<file path="src/rtl/capture_ctrl.sv">
// Capture sequencer: IDLE -> PREFILL -> ARMED -> TRIG -> POST -> DONE, with one-cycle STOP on abort.
// One cycle latency, all outputs registered; no backpressure, each host command is acted on the cycle it arrives.
module capture_ctrl #(
   parameter int CYCLE_COUNT_WIDTH = 32
) (
   input  logic                         clk,
   input  logic                         reset,
   input  logic                         cmd_start,
   input  logic                         cmd_abort,
   input  logic                         cmd_force_trig,
   input  logic                         trigger_match,
   input  logic                         write_enable,
   input  logic                         complete,
   input  logic [31:0]                  maxSampleCount,
   input  logic [31:0]                  preTriggerSampleCountMax,
   output logic                         idle,
   output logic                         preTrigger,
   output logic                         postTrigger,
   output logic                         triggered,
   output logic                         start,
   output logic                         abort,
   output logic [2:0]                   state_code,
   output logic                         cfg_error,
   output logic                         capture_done,
   output logic                         capture_aborted,
   output logic [CYCLE_COUNT_WIDTH-1:0] trigger_cycle
);

   typedef enum logic [2:0] {
      S_IDLE    = 3'd0,
      S_PREFILL = 3'd1,
      S_ARMED   = 3'd2,
      S_TRIG    = 3'd3,
      S_POST    = 3'd4,
      S_STOP    = 3'd5,
      S_DONE    = 3'd6
   } state_t;

   localparam logic [CYCLE_COUNT_WIDTH-1:0] CYC_ONE = CYCLE_COUNT_WIDTH'(1);

   state_t                       state_q;
   logic [31:0]                  max_q, pre_q, pre_cnt_q;
   logic [CYCLE_COUNT_WIDTH-1:0] cyc_cnt_q, cyc_cnt_d, trigger_cycle_q;
   logic                         idle_q, pre_trig_q, post_trig_q, triggered_q, start_q, abort_q;
   logic                         cfg_error_q, done_q, aborted_q;
   logic                         cfg_ok, prefill_hit;

   always_comb begin
      // pre < max also rules out max == 0
      cfg_ok      = preTriggerSampleCountMax < maxSampleCount;
      prefill_hit = write_enable && (({1'b0, pre_cnt_q} + 33'd1) >= {1'b0, pre_q});
      cyc_cnt_d   = (&cyc_cnt_q) ? cyc_cnt_q : cyc_cnt_q + CYC_ONE;
   end

   always_ff @(posedge clk) begin
      if (reset) begin
         state_q         <= S_IDLE;
         max_q           <= '0;
         pre_q           <= '0;
         pre_cnt_q       <= '0;
         cyc_cnt_q       <= '0;
         trigger_cycle_q <= '0;
         idle_q          <= 1'b1;
         pre_trig_q      <= 1'b0;
         post_trig_q     <= 1'b0;
         triggered_q     <= 1'b0;
         start_q         <= 1'b0;
         abort_q         <= 1'b0;
         cfg_error_q     <= 1'b0;
         done_q          <= 1'b0;
         aborted_q       <= 1'b0;
      end else begin
         start_q     <= 1'b0;
         triggered_q <= 1'b0;
         abort_q     <= 1'b0;
         if (state_q inside {S_PREFILL, S_ARMED, S_TRIG, S_POST}) begin
            cyc_cnt_q <= cyc_cnt_d;
         end
         // Entering STOP leaves the phase levels alone so the generator sees the end sample's phase.
         unique case (state_q)
            S_IDLE, S_DONE: begin
               if (cmd_start) begin
                  max_q <= maxSampleCount;
                  pre_q <= preTriggerSampleCountMax;
                  if (!cfg_ok) begin
                     cfg_error_q <= 1'b1;
                  end else begin
                     cfg_error_q <= 1'b0;
                     done_q      <= 1'b0;
                     aborted_q   <= 1'b0;
                     pre_cnt_q   <= '0;
                     cyc_cnt_q   <= '0;
                     start_q     <= 1'b1;
                     idle_q      <= 1'b0;
                     pre_trig_q  <= 1'b1;
                     state_q     <= (preTriggerSampleCountMax == 32'd0) ? S_ARMED : S_PREFILL;
                  end
               end
            end
            S_PREFILL: begin
               if (cmd_abort) begin
                  state_q <= S_STOP;
                  abort_q <= 1'b1;
               end else begin
                  if (write_enable) pre_cnt_q <= pre_cnt_q + 32'd1;
                  if (prefill_hit) state_q <= S_ARMED;
               end
            end
            S_ARMED: begin
               if (cmd_abort) begin
                  state_q <= S_STOP;
                  abort_q <= 1'b1;
               end else if (trigger_match || cmd_force_trig) begin
                  state_q     <= S_TRIG;
                  triggered_q <= 1'b1;
               end
            end
            S_TRIG: begin
               trigger_cycle_q <= cyc_cnt_q;
               if (cmd_abort) begin
                  state_q <= S_STOP;
                  abort_q <= 1'b1;
               end else begin
                  state_q     <= S_POST;
                  pre_trig_q  <= 1'b0;
                  post_trig_q <= 1'b1;
               end
            end
            S_POST: begin
               if (cmd_abort) begin
                  state_q <= S_STOP;
                  abort_q <= 1'b1;
               end else if (complete) begin
                  state_q     <= S_DONE;
                  post_trig_q <= 1'b0;
                  idle_q      <= 1'b1;
                  done_q      <= 1'b1;
               end
            end
            S_STOP: begin
               state_q     <= S_IDLE;
               pre_trig_q  <= 1'b0;
               post_trig_q <= 1'b0;
               idle_q      <= 1'b1;
               aborted_q   <= 1'b1;
            end
            default: begin
               state_q     <= S_IDLE;
               pre_trig_q  <= 1'b0;
               post_trig_q <= 1'b0;
               idle_q      <= 1'b1;
            end
         endcase
      end
   end

   assign idle            = idle_q;
   assign preTrigger      = pre_trig_q;
   assign postTrigger     = post_trig_q;
   assign triggered       = triggered_q;
   assign start           = start_q;
   assign abort           = abort_q;
   assign state_code      = state_q;
   assign cfg_error       = cfg_error_q;
   assign capture_done    = done_q;
   assign capture_aborted = aborted_q;
   assign trigger_cycle   = trigger_cycle_q;

endmodule

</file>
<file path="config.mk">
export PLATFORM = sky130hd
export DESIGN_NAME = capture_ctrl
export DESIGN_NICKNAME = d
export VERILOG_FILES = /design/src/rtl/capture_ctrl.sv
export SDC_FILE = /design/constraint.sdc
export NUM_CORES = 1
export LEC_CHECK = 0
export CAP_MARGIN = 20
export CORE_MARGIN = 5
export CORE_UTILIZATION = 57
export CTS_BUF_LIST = sky130_fd_sc_hd__clkbuf_2
export DETAILED_ROUTE_END_ITERATION = 8
export GPL_ROUTABILITY_DRIVEN = 0
export PLACE_DENSITY = 0.83
export SYNTH_ARGS = -nofsm -noshare
export SYNTH_HDL_FRONTEND = slang
export SYNTH_SLANG_ARGS = --single-unit
</file>
<file path="constraint.sdc">
create_clock -name clk -period 4 [get_ports clk]
set_clock_uncertainty 0.05 [all_clocks]
set_input_delay 1 -clock clk [delete_from_list [all_inputs] [get_ports clk]]
set_output_delay 1 -clock clk [all_outputs]
set_load 0.005 [all_outputs]
</file>
==> PnR_summary.wiki, run 1 <==
{| class="wikitable"
! Metric !! Value
|-
| Launch instance of the worst register-to-register path || pre_cnt_q[0]
|-
| Slew margin rel. || 29.6%
|-
| Final Cycle Share || 93.9%
|-
| Critical Path End Type || register
|-
| Slew at the pin with the worst max-slew slack || 1.05 ns
|-
| Avg WL per Cell || roughly 15 um
|-
| H-tree depth reported by CTS || 4
|-
| Net count, final || 1293
|-
| Die width || 128 um
|-
| Number of register bits inferred by synthesis || 140
|-
| I/O pin cnt || 116
|-
| GRT met1 Usage || 29.7%
|-
| Primary FF master, synth || sky130_fd_sc_hd__dfxtp_1
|-
| Global route total overflow || 0
|-
| Worst Reg2Reg Path Length in Cells || 14
|-
| Starting density of the core || 57.6%
|-
| Placeable core region || 13700 um^2
|-
| Critical Path Start Type || register
|-
| All-layer global routing usage || around 25%
|-
| Area of the die || 16300 um^2
|-
| Register area share after synthesis || 35.5%
|-
| Port Buf Inserts || 115
|-
| Clock root cell || sky130_fd_sc_hd__clkbuf_2
|-
| Yosys warns || 0
|-
| Row count || 43
|-
| Slack of the worst reg-to-reg path || 0.25 ns
|-
| Time the final worst path needs with I/O delays and setup || 3.75 ns
|-
| Wire length of the first global-routing pass || 33900 um
|-
| TritonCTS clock tree || yes
|-
| CTS Buffer Depth || 2
|-
| Hpwl dp || 15300 um
|-
| Fraction of layout instances using a drive strength above 1 || 6.07%
|-
| Leakage dissipation || 3.74 nW
|-
| Peak supply drop || 0.259 mV
|-
| TritonCTS Sinks || 140
|-
| Netlist cell types || between 50 and 60
|-
| DR iter-0 viols || roughly 470
|-
| Area overhead of the layout relative to synthesis || 21.9%
|-
| Number of hold-slack violations in the final timing report || 0
|-
| Die span in y || 128 um
|-
| Max-capacitance violation count || 0
|-
| Highest net fanout along the worst path || 7
|-
| Post-Syn Area || 7900 um^2
|-
| Cells after Synth || 1037
|-
| Pin count of the biggest net entering global routing || 74
|-
| Post-DR vias/cell || 5.63
|-
| Initial antenna violation count || 1
|-
| Gr busiest metal || met2
|-
| Post-CTS clock slew at the launch and capture registers of the worst setup and hold paths || 0.22 ns
|-
| Setup WS pre-CTS || -0.0202 ns
|-
| Fin area || about 9600 um^2
|-
| Area post-placement || 9370 um^2
|-
| Run status || finished clean
|-
| Hold WC Path Type || reg -> reg
|-
| Achievable clock frequency || 266 MHz
|-
| Setup-violating endpoint count in the final report || 0
|-
| Required time of the worst setup path || 4.62 ns
|-
| Via count of the first global-routing pass || 7381
|-
| Total CTS buffers || 17
|-
| Number of enable flip-flop cells after synthesis || 0
|-
| Syn avg cell area || 7.62 um^2
|-
| First-pass DRT Iterations || 5
|-
| Reg2Reg Capture Point || state_code[1]
|-
| Final wirelength || 20400 um
|-
| Arrival time of data at the critical path endpoint || about 4.4 ns
|-
| Number of nets with antenna violations after routing || 0
|-
| Post-synth net total || 1174
|-
| Pins over their slew limit || 0
|-
| RSZ-0062 raised after global routing || false
|-
| Via Count || 7600
|-
| Global-route track usage on met2 || between 40% and 50%
|-
| Util after Layout || 70.2%
|-
| Min-delay src || pre_q[22]
|-
| Final setup slack of the worst path || between 0.2 and 0.25 ns
|-
| Worst hold path stage count || 2
|-
| Type of the worst setup path || reg -> reg
|-
| DRC || 0
|-
| Clock latency reported for the late side of the worst-skew pair || ~0.76 ns
|-
| Share of synthesized flip-flops with an asynchronous set or reset || 0%
|-
| Hold Path Sink || pre_q[22]
|-
| GR met3 Demand/Resource || 5.58%
|-
| Power density relative to cell area || roughly 320 nW/um^2
|}
## through the flow
stage / power, W / cells / setup TNS (ns) / hold slack [ns]
5_1_grt: 0.00321 / 1350 / 0 / 0.436
2_1_floorplan: 0.00192 / 1037 / 0 / 0.386
3_5_place_dp: 0.00220 / 1317 / -0.0329 / 0.396
3_3_place_gp: 0.00218 / 1317 / 0 / 0.394
6_report: 0.00304 / 1350 / 0 / 0.419
4_1_cts: 0.00305 / 1349 / 0 / 0.419
## area by class of cell
| type | count | area (um^2) |
|---|---|---|
| multi-input combinational | 774 | 4640 |
| fill | 1134 | 4100 |
| sequential | 140 | 2800 |
| timing repair buffer | 146 | 1420 |
| inverter | 77 | 289 |
| tap | 180 | 225 |
| clock inverter | 14 | 158 |
| clock buffer | 18 | 90.1 |
| antenna | 1 | 2.50 |
## cell usage in the layout (no fill, tap or decap), types with 3 or more instances in the layout
master                            count
sky130_fd_sc_hd__a211oi_1             5
sky130_fd_sc_hd__a21o_1               6
sky130_fd_sc_hd__a21oi_1            111
sky130_fd_sc_hd__a2bb2oi_1           10
sky130_fd_sc_hd__a311oi_1            13
sky130_fd_sc_hd__a31oi_1              4
sky130_fd_sc_hd__and2_1               9
sky130_fd_sc_hd__and3_1              17
sky130_fd_sc_hd__and4_1               5
sky130_fd_sc_hd__buf_12               3
sky130_fd_sc_hd__buf_4               29
sky130_fd_sc_hd__clkbuf_2            18
sky130_fd_sc_hd__clkdlybuf4s50_1    114
sky130_fd_sc_hd__clkinv_4             3
sky130_fd_sc_hd__dfxtp_1            139
sky130_fd_sc_hd__ha_1                64
sky130_fd_sc_hd__inv_1               77
sky130_fd_sc_hd__inv_6                6
sky130_fd_sc_hd__nand2_1            189
sky130_fd_sc_hd__nand2b_1             4
sky130_fd_sc_hd__nand3_1             36
sky130_fd_sc_hd__nand3b_1             3
sky130_fd_sc_hd__nand4_1             28
sky130_fd_sc_hd__nor2_1              94
sky130_fd_sc_hd__nor2b_1              3
sky130_fd_sc_hd__nor3_1              24
sky130_fd_sc_hd__nor3b_1              4
sky130_fd_sc_hd__nor4_1              13
sky130_fd_sc_hd__nor4b_1              3
sky130_fd_sc_hd__o21ai_0             26
sky130_fd_sc_hd__o31ai_1              3
sky130_fd_sc_hd__or3_1                6
sky130_fd_sc_hd__or4_1                3
sky130_fd_sc_hd__xnor2_1             33
sky130_fd_sc_hd__xor2_1              30
## logic make-up after synthesis
| family | Yosys count | synth area share (%) |
|---|---|---|
| AO/OA/AOI/OAI | 199 | 15.4 |
| XOR/XNOR | 63 | 6.99 |
| adder cells (fa/ha/maj) | 65 | 10.3 |
| buffers and inverters | 123 | 5.93 |
| flip-flops | 140 | 35.5 |
| AND/OR/NAND/NOR | 447 | 25.9 |
## how the worst max path moves through the flow
stage | start | to | slack [ns] | cells after the start
finish | pre_cnt_q[0] | state_code[1] | 0.25 | 14
global placement | maxSampleCount[27] | capture_done | 0.03 | 11
floorplan | pre_cnt_q[0] | state_code[1] | 0.58 | 13
detailed placement | maxSampleCount[27] | capture_done | -0.02 | 11
global route | pre_cnt_q[0] | state_code[1] | 0.06 | 14
CTS | pre_cnt_q[0] | state_code[1] | 0.19 | 14
## synth_stat cells, types with 6 or more instances
cell type,count,share of area [%]
sky130_fd_sc_hd__nand2_1,189,9.0
sky130_fd_sc_hd__dfxtp_1,140,35
sky130_fd_sc_hd__a21oi_1,111,7.0
sky130_fd_sc_hd__nor2_1,95,4.5
sky130_fd_sc_hd__inv_1,77,3.7
sky130_fd_sc_hd__ha_1,65,10
sky130_fd_sc_hd__clkbuf_1,41,1.9
sky130_fd_sc_hd__nand3_1,36,2.3
sky130_fd_sc_hd__xnor2_1,33,3.7
sky130_fd_sc_hd__xor2_1,30,3.3
sky130_fd_sc_hd__nand4_1,28,2.2
sky130_fd_sc_hd__o21ai_0,26,1.6
sky130_fd_sc_hd__nor3_1,24,1.5
sky130_fd_sc_hd__and3_1,17,1.3
sky130_fd_sc_hd__a311oi_1,13,1.4
sky130_fd_sc_hd__nor4_1,13,1.0
sky130_fd_sc_hd__a2bb2oi_1,10,1.1
sky130_fd_sc_hd__and2_1,9,0.71
sky130_fd_sc_hd__a21o_1,6,0.57
sky130_fd_sc_hd__or3_1,6,0.48
## worst max-delay path: stages, from the launching register on
cell and delay (ns):
sky130_fd_sc_hd__dfxtp_2 0.43, sky130_fd_sc_hd__ha_2 0.24, sky130_fd_sc_hd__and3_1 0.19, sky130_fd_sc_hd__nand3_1 0.18
sky130_fd_sc_hd__nor3_1 0.20, sky130_fd_sc_hd__buf_4 0.19, sky130_fd_sc_hd__and3_1 0.18, sky130_fd_sc_hd__xor2_1 0.30
sky130_fd_sc_hd__ha_1 0.31, sky130_fd_sc_hd__nand4_1 0.13, sky130_fd_sc_hd__nor4_1 0.09, sky130_fd_sc_hd__and4_1 0.22
sky130_fd_sc_hd__o31a_1 0.23, sky130_fd_sc_hd__o32a_1 0.38, sky130_fd_sc_hd__a221o_1 0.33
## power by group
| part | switching [W] | internal (W) |
|---|---|---|
| Sequential | 0.0000567 | 0.00146 |
| Combinational | 0.000364 | 0.000294 |
| Clock | 0.000566 | 0.000306 |
| Total | 0.000987 | 0.00206 |
## layer usage
metal	routed length, um	share of wire, %
met3	1090	5.4
met5	0	0
met2	10200	50
met4	576	2.8
met1	8490	42
## flip-flops by register name, indices dropped and copies added (netlist names)
register / flops
postTrigger: 1
pre_q: 32
capture_aborted: 1
capture_done: 1
trigger_cycle: 32
cfg_error: 1
idle: 1
triggered: 1
preTrigger: 1
cyc_cnt_q: 32
start: 1
abort: 1
pre_cnt_q: 32
state_code: 3
## repair_timing
item / CTS / global route
setup buffers: 0 / 0
setup endpoints to repair: 0 / 1
resized for setup: 0 / 3
hold buffers: 0 / 0
hold endpoints to repair: 0 / 0
Note: power is estimated with default switching activity, not from simulation.
==> run 2: changes to the inputs <==
--- a/config.mk
+++ b/config.mk
@@ -6,7 +6,7 @@
 export NUM_CORES = 1
 export LEC_CHECK = 0
 export CAP_MARGIN = 20
-export CORE_MARGIN = 5
+export CORE_MARGIN = 2
 export CORE_UTILIZATION = 57
 export CTS_BUF_LIST = sky130_fd_sc_hd__clkbuf_2
 export DETAILED_ROUTE_END_ITERATION = 8
==> run 2 against run 1 <==
Compared with the run above: via count decreased by 0.18%; sequential power about the same; flip-flop and latch count unchanged; cell count unchanged; setup slack improved by 0.048 ns; cell area decreased by 0.14%; power decreased by 0.67%; register-to-register slack improved by 0.05 ns; maximum frequency increased by 1.3%; global-route usage increased by 2.1 points; critical path depth unchanged; count of clock-buffer cells in the layout decreased by 1; critical path type unchanged.
==> PnR_summary.wiki, run 2 (same netlist as run 1, synthesis figures left out) <==
{| class="wikitable"
! Metric !! Value
|-
| Area overhead of the layout relative to synthesis || 21.7%
|-
| Critical Path Start Type || register
|-
| Pins over their slew limit || 0 (unchanged)
|-
| Achievable clock frequency || 270 MHz (+1.3%)
|-
| Launch instance of the worst register-to-register path || pre_cnt_q[0]
|-
| Post-CTS clock slew at the launch and capture registers of the worst setup and hold paths || 0.23 ns (about the same)
|-
| Clock share of power || 28.1% (-0.6 points)
|-
| Number of diodes || 0 (-1)
|-
| Gr busiest metal || met2
|-
| Global-route track usage on met2 || 48.7% (+3.9 points)
|-
| Sequential cell fraction of total power || 49.9% (+0.2 points)
|-
| Top library cells by usage in the layout, fill and taps aside || sky130_fd_sc_hd__nand2_1, sky130_fd_sc_hd__dfxtp_1, sky130_fd_sc_hd__clkdlybuf4s50_1
|-
| H-tree depth reported by CTS || 4 (unchanged)
|-
| I/O pin cnt || 116 (unchanged)
|-
| All-layer global routing usage || 27.4% (+2.1 points)
|-
| Max-capacitance violation count || 0 (unchanged)
|-
| Power density relative to cell area || 314 nW/um^2 (-0.53%)
|-
| Inst Count DP || 1318 (+0.076%)
|-
| Area of the die || 14800 um^2 (-9.2%)
|-
| Final wirelength || 19600 um (-3.7%)
|-
| Fraction of layout instances using a drive strength above 1 || 6.24% (+0.17 points)
|-
| Hpwl dp || 14700 um (-3.7%)
|-
| Via Count || 7586 (-0.18%)
|-
| Net count, final || 1294 (+0.077%)
|-
| Slew at the pin with the worst max-slew slack || 1.04 ns (-0.0168 ns)
|-
| Via count of the first global-routing pass || 7340 (-0.56%)
|-
| Fin Setup TNS || 0 ns (unchanged)
|-
| Util after Layout || 70.1% (-0.10 points)
|-
| Switching part of the total power || 33.8% (+1.4 points)
|-
| Endpoint of the most critical setup path || state_code[1]
|-
| Number of nets with antenna violations after routing || 0 (unchanged)
|-
| Slack of the worst reg-to-reg path || 0.29 ns (+0.05 ns)
|-
| Internal power summed over all cells || 0.00200 W (-2.7%)
|-
| Clock root cell || sky130_fd_sc_hd__clkbuf_2
|-
| Highest net fanout along the worst path || 6 (-1)
|-
| Critical path origin || pre_cnt_q[0]
|-
| DR iter-0 viols || 431 (-9.1%)
|-
| Reg2Reg Capture Point || state_code[1]
|-
| # Post-CTS Setup Buffers || 0 (unchanged)
|-
| Post-DR vias/cell || 5.62 (-0.18%)
|-
| GR met3 Demand/Resource || 5.95% (+0.36 points)
|-
| Slew margin rel. || 30.7% (+1.1 points)
|-
| Commonest non-fill, non-tap cell in the layout || sky130_fd_sc_hd__nand2_1
|-
| Peak supply drop || 0.338 mV (+31%)
|-
| TritonCTS clock tree || yes
|-
| CTS Buffer Depth || 2 (unchanged)
|-
| Type of the worst setup path || reg -> reg
|-
| First-pass DRT Iterations || 5 (unchanged)
|-
| Hold WC Path Type || reg -> reg
|-
| Leakage dissipation || 3.73 nW (-0.23%)
|-
| DRC || 0 (unchanged)
|-
| Die span in y || 122 um (-4.7%)
|-
| Switching power summed over all nets || 0.00102 W (+3.5%)
|-
| Run status || finished clean
|-
| Avg WL per Cell || 14.5 um (-3.7%)
|-
| Clock latency reported for the late side of the worst-skew pair || 0.74 ns (-0.02 ns)
|-
| Row count || 43 (unchanged)
|-
| Placeable core region || 13700 um^2 (unchanged)
|-
| Wire length of the first global-routing pass || 32800 um (-3.4%)
|-
| Starting density of the core || 57.6% (unchanged)
|-
| Overall power after layout || 0.00302 W (-0.67%)
|-
| Combinational Power Share || 22.0% (+0.4 points)
|-
| Global route total overflow || 0 (unchanged)
|-
| TritonCTS Sinks || 140 (unchanged)
|-
| GRT met1 Usage || 31.9% (+2.2 points)
|-
| Time the final worst path needs with I/O delays and setup || 3.71 ns (-0.0477 ns)
|-
| Setup-violating endpoint count in the final report || 0 (unchanged)
|-
| Number of hold-slack violations in the final timing report || 0 (unchanged)
|-
| Port Buf Inserts || 115 (unchanged)
|-
| RSZ-0062 raised after global routing || false
|-
| Arrival time of data at the critical path endpoint || 4.31 ns (-0.06 ns)
|-
| Worst Reg2Reg Path Length in Cells || 14 (unchanged)
|-
| Critical Path End Type || register
|-
| Die width || 122 um (-4.7%)
|-
| Final Cycle Share || 92.7% (-1.2 points)
|-
| Layout Cells excl Fill || 1350 (unchanged)
|-
| Total CTS buffers || 17 (unchanged)
|-
| Pin count of the biggest net entering global routing || 80 (+8.1%)
|-
| Initial antenna violation count || 0 (-1)
|-
| Required time of the worst setup path || 4.60 ns (-0.02 ns)
|}
[run 2: metrics by stage]
step | area [um^2] | setup WS, ns | hold WS [ns]
global placement | 9360 | 0.0382 | 0.395
finish | 9610 | 0.293 | 0.421
detailed placement | 9360 | -0.0475 | 0.398
CTS | 9600 | 0.185 | 0.422
global route | 9610 | 0.0286 | 0.439
floorplan | 7900 | 0.575 | 0.386
[run 2: worst min-delay path by stage]
stage	startpoint	to	slack, ns	cells after the start
3_3_place_gp	trigger_cycle[25]	trigger_cycle[25]	0.39	2
4_1_cts	trigger_cycle[27]	trigger_cycle[27]	0.42	2
3_5_place_dp	trigger_cycle[27]	trigger_cycle[27]	0.40	2
6_report	trigger_cycle[27]	trigger_cycle[27]	0.42	2
2_1_floorplan	pre_q[10]	pre_q[10]	0.39	2
5_1_grt	pre_q[18]	pre_q[18]	0.44	2
[run 2: area by class of cell]
| cell class | instances | area [um^2] |
|---|---|---|
| Multi-Input combinational cell | 774 | 4640 |
| Fill cell | 1119 | 4110 |
| Sequential cell | 140 | 2800 |
| Timing Repair Buffer | 147 | 1410 |
| Inverter | 77 | 289 |
| Tap cell | 180 | 225 |
| Clock inverter | 15 | 154 |
| Clock buffer | 17 | 85.1 |
[run 2: repair_timing]
| action | 4_1_cts | 5_1_grt |
|---|---|---|
| endpoints found under the setup margin | 0 | 1 |
| endpoints found under the hold margin | 0 | 0 |
| resized for setup | 0 | 3 |
| hold buffers | 0 | 0 |
[run 2: worst max-delay path, cell delays in order (launching register included)]
cell	delay (ns)
sky130_fd_sc_hd__dfxtp_2	0.44
sky130_fd_sc_hd__ha_1	0.25
sky130_fd_sc_hd__nand3_1	0.20
sky130_fd_sc_hd__nor3_1	0.28
sky130_fd_sc_hd__and3_1	0.22
sky130_fd_sc_hd__and3_1	0.18
sky130_fd_sc_hd__xor2_1	0.28
sky130_fd_sc_hd__ha_1	0.31
sky130_fd_sc_hd__nand4_1	0.12
sky130_fd_sc_hd__or3_1	0.11
sky130_fd_sc_hd__nor4_1	0.05
sky130_fd_sc_hd__and4_1	0.22
sky130_fd_sc_hd__o31a_1	0.23
sky130_fd_sc_hd__o32a_1	0.38
sky130_fd_sc_hd__a221o_1	0.32
[run 2: power by group through the flow]
stage	Clock, W	Combinational, W	Sequential, W
CTS	0.000864	0.000665	0.00151
detailed placement	0	0.000661	0.00153
finish	0.000850	0.000664	0.00151
floorplan	0	0.000405	0.00151
global placement	0	0.000647	0.00153
global route	0.000911	0.000743	0.00152
[run 2: layer usage]
layer | part of all wire [%] | routed length (um) | vias to the layer above
met1 | 41 | 8040 | 3473
met3 | 5.9 | 1160 | 61
met4 | 3.5 | 693 | 0
li1 | - | - | 3812
met2 | 50 | 9740 | 240
met5 | 0 | 0 | -
==> run 3: changes to the inputs <==
==> constraint.sdc (replaced) <==
create_clock -name clk -period 4 [get_ports clk]
set_clock_uncertainty 0.05 [all_clocks]
set_input_delay 1.2 -clock clk [delete_from_list [all_inputs] [get_ports clk]]
set_output_delay 1.2 -clock clk [all_outputs]
set_load 0.005 [all_outputs]
==> run 3 against run 2 <==
Compared with the run above: count of clock-buffer cells in the layout increased by 1; critical path type unchanged; first-iteration DRC count grew 7.4%; global-route usage grew 0.39 points; sequential share of layout area fell by 0.27 points; core utilization increased by 0.66 points; largest power group unchanged; sequential power is essentially flat; critical path depth unchanged; die area did not move; maximum frequency is 2.7% lower; setup slack lost 0.10 ns.
==> PnR_summary.wiki, run 3 (same netlist as run 1, synthesis figures left out) <==
{| class="wikitable"
! Metric !! Value
|-
| Number of nets with antenna violations after routing || 0 (unchanged)
|-
| Final setup slack of the worst path || 0.189 ns (-0.104 ns)
|-
| Launch instance of the worst register-to-register path || pre_cnt_q[0]
|-
| Power density relative to cell area || 307 nW/um^2 (-2.5%)
|-
| Overall power after layout || 0.00298 W (-1.5%)
|-
| Via count of the first global-routing pass || 7122 (-3.0%)
|-
| Via Count || 7681 (+1.3%)
|-
| Critical Path End Type || register
|-
| Fin Setup TNS || 0 ns (unchanged)
|-
| Area overhead of the layout relative to synthesis || 22.8%
|-
| Top library cells by usage in the layout, fill and taps aside || sky130_fd_sc_hd__nand2_1, sky130_fd_sc_hd__dfxtp_1, sky130_fd_sc_hd__clkdlybuf4s50_1
|-
| Final Cycle Share || 95.3% (+2.6 points)
|-
| Row count || 43 (unchanged)
|-
| Net count, final || 1309 (+1.2%)
|-
| Post-DR vias/cell || 5.62 (about the same)
|-
| Total area of sequential cells || 2800 um^2 (unchanged)
|-
| Min-delay src || cyc_cnt_q[18]
|-
| Slew margin rel. || 39.2% (+8.5 points)
|-
| Wire length of the first global-routing pass || 32900 um (+0.42%)
|-
| Worst hold path stage count || 2 (unchanged)
|-
| Hold WC Path Type || reg -> reg
|-
| Placeable core region || 13700 um^2 (unchanged)
|-
| Fraction of layout instances using a drive strength above 1 || 7.43% (+1.2 points)
|-
| Initial antenna violation count || 1 (+1)
|-
| I/O pin cnt || 116 (unchanged)
|-
| Fill cell total of the finished layout || 1163 (+3.9%)
|-
| Reg2Reg Capture Point || state_code[1]
|-
| H-tree depth reported by CTS || 4 (unchanged)
|-
| Slew at the pin with the worst max-slew slack || 0.900 ns (-0.137 ns)
|-
| Hold Path Sink || trigger_cycle[18]
|-
| DR iter-0 viols || 463 (+7.4%)
|-
| Type of the worst setup path || reg -> reg
|-
| Arrival time of data at the critical path endpoint || 4.44 ns (+0.13 ns)
|-
| Number of hold buffers added after CTS || 0 (unchanged)
|-
| Setup-violating endpoint count in the final report || 0 (unchanged)
|-
| Worst Reg2Reg Path Length in Cells || 14 (unchanged)
|-
| RSZ-0062 raised after global routing || false
|-
| Final wirelength || 20300 um (+3.2%)
|-
| # Post-CTS Setup Buffers || 0 (unchanged)
|-
| Avg WL per Cell || 14.8 um (+2.0%)
|-
| Peak supply drop || 0.344 mV (+1.9%)
|-
| Post-CTS clock slew at the launch and capture registers of the worst setup and hold paths || 0.26 ns (+0.03 ns)
|-
| Starting density of the core || 57.6% (unchanged)
|-
| Number of hold-slack violations in the final timing report || 0 (unchanged)
|-
| Util after Layout || 70.7% (+0.66 points)
|-
| Combined area of the multi-input logic cells || 4640 um^2 (unchanged)
|-
| Commonest non-fill, non-tap cell in the layout || sky130_fd_sc_hd__nand2_1
|-
| Die span in y || 122 um (unchanged)
|-
| Run status || finished clean
|-
| TritonCTS Sinks || 140 (unchanged)
|-
| Die width || 122 um (unchanged)
|-
| Time the final worst path needs with I/O delays and setup || 3.81 ns (+0.104 ns)
|-
| Critical Path Start Type || register
|-
| Pin count of the biggest net entering global routing || 71 (-11%)
|-
| Global route total overflow || 0 (unchanged)
|-
| Setup WS pre-CTS || -0.203 ns (-0.155 ns)
|-
| Port Buf Inserts || 115 (unchanged)
|-
| All-layer global routing usage || 27.8% (+0.39 points)
|-
| Hold Slack || 0.416 ns (-0.00449 ns)
|-
| Achievable clock frequency || 262 MHz (-2.7%)
|-
| Leakage dissipation || 3.80 nW (+1.8%)
|-
| Total CTS buffers || 17 (unchanged)
|-
| Hpwl dp || 15200 um (+3.0%)
|-
| Required time of the worst setup path || 4.62 ns (+0.02 ns)
|-
| Area of the die || 14800 um^2 (unchanged)
|-
| Cells resized by post-CTS repair || 0 (unchanged)
|-
| CTS Buffer Depth || 2 (unchanged)
|-
| DRC || 0 (unchanged)
|-
| Clock root cell || sky130_fd_sc_hd__clkbuf_2
|-
| Clock latency reported for the late side of the worst-skew pair || 0.77 ns (+0.03 ns)
|-
| Highest net fanout along the worst path || 6 (unchanged)
|-
| Pins over their slew limit || 0 (unchanged)
|-
| Slack of the worst reg-to-reg path || 0.19 ns (-0.10 ns)
|-
| Max-capacitance violation count || 0 (unchanged)
|-
| First-pass DRT Iterations || 5 (unchanged)
|-
| TritonCTS clock tree || yes
|}
run 3: worst max-delay path by stage:
stage / startpoint / to / depth (start not counted)
2_1_floorplan: maxSampleCount[27] / cyc_cnt_q[8] / 11
3_3_place_gp: maxSampleCount[27] / capture_done / 11
3_5_place_dp: maxSampleCount[27] / pre_cnt_q[16] / 11
4_1_cts: pre_cnt_q[0] / state_code[1] / 14
5_1_grt: pre_cnt_q[2] / state_code[1] / 13
6_report: pre_cnt_q[0] / state_code[1] / 14
run 3: final cells by class:
class / instances / share of cell area [%]
inverters: 77 / 2.98
clock buffers: 18 / 0.929
multi-input cells: 774 / 47.8
diodes: 1 / 0.0258
well taps: 180 / 2.32
flip-flops and latches: 140 / 28.9
repair buffers: 162 / 15.7
clock inverters: 14 / 1.33
run 3: where the power goes:
part / leakage (nW) / total, W / internal [W] / switching, W
clock network: 0.137 / 0.000790 / 0.000195 / 0.000595
logic: 2.53 / 0.000674 / 0.000302 / 0.000372
registers: 1.13 / 0.00151 / 0.00146 / 0.0000552
run 3: per-stage QoR:
step / std cells / area, um^2
after global routing: 1366 / 9700
after CTS: 1364 / 9670
final: 1366 / 9700
after global placement: 1332 / 9460
after detailed placement: 1332 / 9460
after floorplan: 1037 / 7900
run 3: worst max-delay path: stages (launching register included):
cell and delay [ns]:
sky130_fd_sc_hd__dfxtp_2 0.44, sky130_fd_sc_hd__ha_1 0.26, sky130_fd_sc_hd__nand3_1 0.19, sky130_fd_sc_hd__nor2_2 0.25
sky130_fd_sc_hd__nand4_1 0.21, sky130_fd_sc_hd__nor2_1 0.21, sky130_fd_sc_hd__xor2_1 0.28, sky130_fd_sc_hd__ha_1 0.32
sky130_fd_sc_hd__a211oi_1 0.23, sky130_fd_sc_hd__nor2_1 0.08, sky130_fd_sc_hd__nor3_1 0.16, sky130_fd_sc_hd__nor2_1 0.07
sky130_fd_sc_hd__o31a_1 0.28, sky130_fd_sc_hd__o32a_1 0.39, sky130_fd_sc_hd__a221o_1 0.33
run 3: metal layers:
| layer | vias to the layer above | part of all wire (%) | GRT usage (%) |
|---|---|---|---|
| met5 | - | 0 | 0 |
| met4 | 0 | 2.3 | 9.70 |
| met3 | 34 | 6.1 | 6.23 |
| met2 | 228 | 50 | 49.9 |
| met1 | 3566 | 41 | 32.7 |
| li1 | 3853 | - | - |
